## src/rtl/core_pkg.sv

```systemverilog
// Shared core definitions: datapath width, reset fetch address and fetch FSM encodings.
package core_pkg;
    localparam int XLEN = 32;
    localparam logic [31:0] RESET_PC = 32'h0000_0000;

    typedef enum logic [1:0] {
        IDLE  = 2'd0,
        FETCH = 2'd1,
        DROP  = 2'd2
    } fetch_state_t;
endpackage

```

## src/rtl/fetch_fifo.sv

```systemverilog
// Small synchronous FIFO holding fetched {instr, pc} pairs; the head is read straight from storage.
module fetch_fifo
    import core_pkg::*;
#(
    parameter int WIDTH = 64,
    parameter int DEPTH = 2
) (
    input  logic                     clk,
    input  logic                     rst,
    input  logic                     push,
    input  logic                     pop,
    input  logic                     flush,
    input  logic [WIDTH-1:0]         data,
    output logic [$clog2(DEPTH):0]   count,
    output logic [WIDTH-1:0]         head
);
    localparam int AW = $clog2(DEPTH);

    logic [WIDTH-1:0] mem [DEPTH];
    logic [AW-1:0]    wr_ptr;
    logic [AW-1:0]    rd_ptr;

    // DEPTH is a power of two, so the pointers wrap on their own.
    always_ff @(posedge clk or negedge rst) begin
        if (!rst) begin
            wr_ptr <= '0;
            rd_ptr <= '0;
            count  <= '0;
            for (int i = 0; i < DEPTH; i++) begin
                mem[i] <= '0;
            end
        end else if (flush) begin
            wr_ptr <= '0;
            rd_ptr <= '0;
            count  <= '0;
        end else begin
            if (push) begin
                mem[wr_ptr] <= data;
                wr_ptr      <= wr_ptr + 1'b1;
            end
            if (pop) begin
                rd_ptr <= rd_ptr + 1'b1;
            end
            if (push && !pop) begin
                count <= count + 1'b1;
            end else if (pop && !push) begin
                count <= count - 1'b1;
            end
        end
    end

    assign head = mem[rd_ptr];
endmodule

```

## src/rtl/fetch_unit.sv

```systemverilog
// Instruction fetch front end: owns the fetch PC, runs the imem req/ack handshake,
// buffers returned words and handles redirects from the core.
//   state | meaning
//   IDLE  | no request outstanding, waiting for a free FIFO slot
//   FETCH | request outstanding, its data will be kept
//   DROP  | request issued before a redirect still outstanding, its data is discarded
module fetch_unit #(
    parameter int              XLEN     = core_pkg::XLEN,
    parameter logic [XLEN-1:0] RESET_PC = core_pkg::RESET_PC,
    parameter int              DEPTH    = 2
) (
    input  logic            clk,
    input  logic            rst,
    output logic            imem_req,
    output logic [XLEN-1:0] imem_addr,
    input  logic            imem_ack,
    input  logic [XLEN-1:0] imem_rdata,
    input  logic            redirect,
    input  logic [XLEN-1:0] redirect_pc,
    output logic            instr_valid,
    input  logic            instr_ready,
    output logic [XLEN-1:0] instr,
    output logic [XLEN-1:0] instr_pc,
    output logic [XLEN-1:0] instr_pc_plus
);
    import core_pkg::*;

    localparam int            CW   = $clog2(DEPTH) + 1;
    localparam logic [CW-1:0] FULL = CW'(DEPTH);

    fetch_state_t    state;
    fetch_state_t    state_n;
    logic [XLEN-1:0] next_pc;
    logic [XLEN-1:0] next_pc_n;
    logic [XLEN-1:0] req_addr;
    logic [XLEN-1:0] req_addr_n;
    logic [CW-1:0]   count;
    logic [CW-1:0]   count_after;
    logic [2*XLEN-1:0] head;
    logic            ack;
    logic            push;
    logic            pop;

    // An ack only means something while a request is outstanding.
    assign ack         = imem_ack && (state != IDLE);
    assign pop         = instr_valid && instr_ready && !redirect;
    assign push        = ack && (state == FETCH) && !redirect;
    assign count_after = count + CW'(push) - CW'(pop);

    always_ff @(posedge clk or negedge rst) begin
        if (!rst) begin
            state    <= IDLE;
            next_pc  <= RESET_PC;
            req_addr <= RESET_PC;
        end else begin
            state    <= state_n;
            next_pc  <= next_pc_n;
            req_addr <= req_addr_n;
        end
    end

    always_comb begin
        state_n    = state;
        next_pc_n  = next_pc;
        req_addr_n = req_addr;
        if (redirect) begin
            // A pending request must still complete on the bus before the new target is fetched.
            if ((state != IDLE) && !ack) begin
                state_n   = DROP;
                next_pc_n = redirect_pc;
            end else begin
                state_n    = FETCH;
                req_addr_n = redirect_pc;
                next_pc_n  = redirect_pc + 1'b1;
            end
        end else begin
            case (state)
                IDLE: begin
                    if (count < FULL) begin
                        state_n    = FETCH;
                        req_addr_n = next_pc;
                        next_pc_n  = next_pc + 1'b1;
                    end
                end
                FETCH: begin
                    if (ack) begin
                        if (count_after < FULL) begin
                            req_addr_n = next_pc;
                            next_pc_n  = next_pc + 1'b1;
                        end else begin
                            state_n = IDLE;
                        end
                    end
                end
                DROP: begin
                    if (ack) begin
                        state_n    = FETCH;
                        req_addr_n = next_pc;
                        next_pc_n  = next_pc + 1'b1;
                    end
                end
                default: state_n = IDLE;
            endcase
        end
    end

    fetch_fifo #(
        .WIDTH(2 * XLEN),
        .DEPTH(DEPTH)
    ) u_fifo (
        .clk  (clk),
        .rst  (rst),
        .push (push),
        .pop  (pop),
        .flush(redirect),
        .data ({imem_rdata, req_addr}),
        .count(count),
        .head (head)
    );

    assign imem_req      = (state != IDLE);
    assign imem_addr     = req_addr;
    assign instr_valid   = (count != '0);
    assign instr         = head[2*XLEN-1:XLEN];
    assign instr_pc      = head[XLEN-1:0];
    assign instr_pc_plus = instr_valid ? (instr_pc + 1'b1) : '0;
endmodule

```

## config.mk

```make
export PLATFORM = sky130hd
export DESIGN_NAME = fetch_unit
export DESIGN_NICKNAME = d
export VERILOG_FILES = /design/src/rtl/core_pkg.sv /design/src/rtl/fetch_fifo.sv /design/src/rtl/fetch_unit.sv
export SDC_FILE = /design/constraint.sdc
export NUM_CORES = 1
export LEC_CHECK = 0
export CELL_PAD_IN_SITES_DETAIL_PLACEMENT = 0
export CELL_PAD_IN_SITES_GLOBAL_PLACEMENT = 1
export CORE_MARGIN = 5
export CORE_UTILIZATION = 40
export CTS_BUF_LIST = sky130_fd_sc_hd__clkbuf_16
export CTS_CLUSTER_SIZE = 30
export DETAILED_ROUTE_END_ITERATION = 16
export PLACE_DENSITY = 0.86
export SLEW_MARGIN = 20
export SYNTH_ARGS = -nofsm -noshare
export SYNTH_HDL_FRONTEND = slang
export SYNTH_SLANG_ARGS = --single-unit
```

## constraint.sdc

```tcl
create_clock -name clk -period 5.85 [get_ports clk]
set_input_delay 1.17 -clock clk [delete_from_list [all_inputs] [get_ports clk]]
set_output_delay 1.17 -clock clk [all_outputs]
set_load 0.05 [all_outputs]
```

==> out/results.ini <==
[outcome]
status=finished, final reports clean

[timing]
tightest_slew_ps=982
min_period_ps=5100
grt_setup_unrepaired=no
final.setup_skew_ps=17.5
setup_viol=0
report.final.slew_viol_count=0
fin_crit_sh=0.872
holdWs_ps=493
fmax_ghz=0.196
fin_setup_tns_ps=0
max_slew_margin=0.346
hold_violations=0

[routing]
viasPerCell=5.41
drt_first_pass_iters=5
drc=0
vias=8463
ant_nets=0
wl_per_cell_um=19.3
detail_route.wirelength_mm=30.2
drtIter0Drc=451

[global_route]
grt_use_total=0.190
antenna_found_initial=0
grt_max_degree=127
grt_pass1_wl_mm=47.8
grt_pass1_vias=8343
grt_overflow=0

[setup_path]
cp.required_ps=4680
r2r_start=u_fifo.count[1]$_DFFE_PN0P_
regToRegSetupSlack_ps=1970
crit_arrival_ps=3930
cp_max_fo=74
crit_path_start_kind=flip-flop
critPathLaunch=u_fifo.rd_ptr$_DFFE_PN0P_
worstSetupPathType=reg -> out
end_kind=primary output

[yosys]
postSynthAreaPerCell_sq_um=11.2
synth-async-reset-ratio=1.00
netlist_area_sq_um=11300
ys_types=73
synthMuxAreaShare=0.245
ys_warn_count=0
synth-seq-cells=198
syn_inst=1004
synth_compound_area_frac=0.0836
synth_top_flop_cell=dfrtp_1
synth-edff-count=0
synth_top_family_by_area=multiplexers
synth-simple-area-share=0.135
synth_xor_area_frac=0.0560
synth-seq-area-share=0.440
syn_nets=1077
synth-adder-area-share=0.00445

[floorplan]
core-area_sq_um=27800
die-area_sq_um=31600
dieWidth_um=178
start_util=0.405
die_y_um=178
fp-row-count=61
ios=199

[clock_network]
holdBufCountCts=0
clkTransAtPathRegs_ps=80
cts.htree.levels=4
cts_root_buf=clkbuf_16
cts_resized=0
postCtsSetupBuffers=0
clk_latency_ps=430
cts_tree=built
clock-sinks=198
clk_path_buf_depth=2
numCtsBuffers=17

[pwr]
power_mw=6.49
internal-power_mw=3.64
seq_power_share=0.348
power.density_nw_per_um2=459
ir_drop_mv=0.192
p_comb_frac=0.465
p_leak_nw=5.66
swShare=0.439
p_switching_mw=2.85
clockPowerShare=0.187

[worst_hold_path]
hold_path_class=reg -> reg
worstHoldStart=u_fifo.mem[107]$_DFFE_PN0P_

[layout]
antennaDiodeCount=0
seqCellArea_sq_um=4960
drive_above_1_share=0.225
fill_cells=2493
fin_nets=1245
multi_input_area_sq_um=5930
syn2layout_area_growth_pct=25.7

[placement]
io_buffers=198
dp_hpwl_mm=22.0
gp_congestion=0.830

[run]
maxCapViolations=0

## worst paths after layout
kind / to / depth (start not counted)
setup / recovery: instr_pc_plus[20] / 8
max in group asynchronous: u_fifo.mem[52]$_DFFE_PN0P_ / 2
min in group asynchronous: next_pc[26]$_DFFE_PN0P_ / 1
hold / removal: u_fifo.mem[107]$_DFFE_PN0P_ / 1
hold reg to reg: u_fifo.mem[107]$_DFFE_PN0P_ / 1
setup reg to reg: imem_addr[8]$_DFFE_PN0P_ / 10
## critical path, cell delays in order (launching register included)
cell and delay, ps:
dfrtp_4 560, buf_12 380, mux2i_1 190, a211oi_2 320, nand3_1 470, buf_4 320, o311a_1 340, a21o_1 180
clkdlybuf4s50_1 700
## kinds of logic after synthesis
family | after synthesis
and+or+nand+nor | 273
DFF | 198
adders and majority gates | 4
buffers and inverters | 81
xor gates and xnor gates | 72
muxes | 253
AOI/OAI and AO/OA | 123
## synthesized netlist by cell type (4+ instances only)
master	n	area share
o2111ai_1	5	0.0039
nand3_1	25	0.011
mux2_2	171	0.17
o21ai_0	45	0.020
or4_1	5	0.0033
dfrtp_1	198	0.44
and2_1	4	0.0022
xnor2_1	35	0.027
mux2_1	11	0.011
a21oi_1	18	0.0080
nor2b_1	7	0.0039
nand2_1	89	0.030
nor3_1	17	0.0076
clkbuf_1	25	0.0083
xor2_1	37	0.029
ha_1	4	0.0044
a2111oi_2	14	0.019
nand3b_4	4	0.0071
buf_2	30	0.013
inv_1	19	0.0063
nor2_1	27	0.0090
and3_1	15	0.0083
and4_1	10	0.0078
or2_2	6	0.0033
nand4_1	36	0.020
a211oi_1	8	0.0053
mux2i_1	71	0.063
## final cells by class
class                      instances  area share
multi-input combinational        725       0.419
tap                              378      0.0334
inverter                          19     0.00504
clock buffer                      17      0.0301
clock inverter                    15      0.0128
timing repair buffer             211       0.149
sequential                       198       0.351
## metal layers
metal,routed length [um],share of wire,vias up,global-route usage
met3,2010,0.067,18,0.0458
met4,211,0.0070,0,0.0296
met2,13800,0.46,246,0.300
met5,0,0,-,0
li1,-,-,4009,-
met1,14100,0.47,4190,0.272
## sequential cells by signal, indices dropped and copies added, names as in the netlist
| register | count |
|---|---|
| u_fifo.mem | 128 |
| imem_addr | 32 |
| next_pc | 32 |
| state | 2 |
| u_fifo.count | 2 |
| u_fifo.rd_ptr | 1 |
| u_fifo.wr_ptr | 1 |
## power groups by stage
stage / combinational [mW] / clock [mW] / sequential, mW
4_1_cts: 3.04 / 1.24 / 2.25
6_report: 3.02 / 1.21 / 2.25
2_1_floorplan: 1.98 / 0 / 2.30
3_3_place_gp: 2.99 / 0 / 2.25
3_5_place_dp: 3.03 / 0 / 2.28
5_1_grt: 3.20 / 1.30 / 2.32
## cell usage in the layout, fill, tap and decap left out, types with 3 or more instances in the layout
cell             Yosys  final
mux2_1              11     11
xor2_1              37     37
nand2_1             89     88
mux2i_1             71     70
nor3_1              17     17
o211ai_1             3      3
mux2_2             171    171
nand4_1             36     36
and3_1              15     15
clkdlybuf4s50_1      0    196
clkbuf_16            0     17
a21o_1               3      3
nor2_1              27     26
nand3_1             25     25
ha_1                 4      4
a21oi_1             18     18
dfrtp_1            198    197
nor2b_1              7      7
nand3b_1             3      3
and2_1               4      4
xnor2_1             35     35
a211oi_1             8      8
inv_6                0      3
o2111ai_1            5      5
o21ai_0             45     45
and4_1              10     10
nand3b_4             4      4
or3_1                3      3
a2111oi_2           14     14
buf_4                2     12
nor4_2               2      3
inv_8                0      5
or4_1                5      5
nand3_2              3      3
inv_1               19     19
or2_2                6      6
## through the flow
step / instances / cell area [sq um] / utilization / setup WS (ps)
final: 1563 / 14100 / 0.509 / 752
after global routing: 1563 / 14100 / 0.509 / 482
after CTS: 1563 / 14100 / 0.509 / 717
after detailed placement: 1531 / 13500 / 0.487 / 1200
after global placement: 1531 / 13500 / 0.487 / 1240
after floorplan: 1004 / 11300 / - / 942
(Power assumes the default switching activity.)
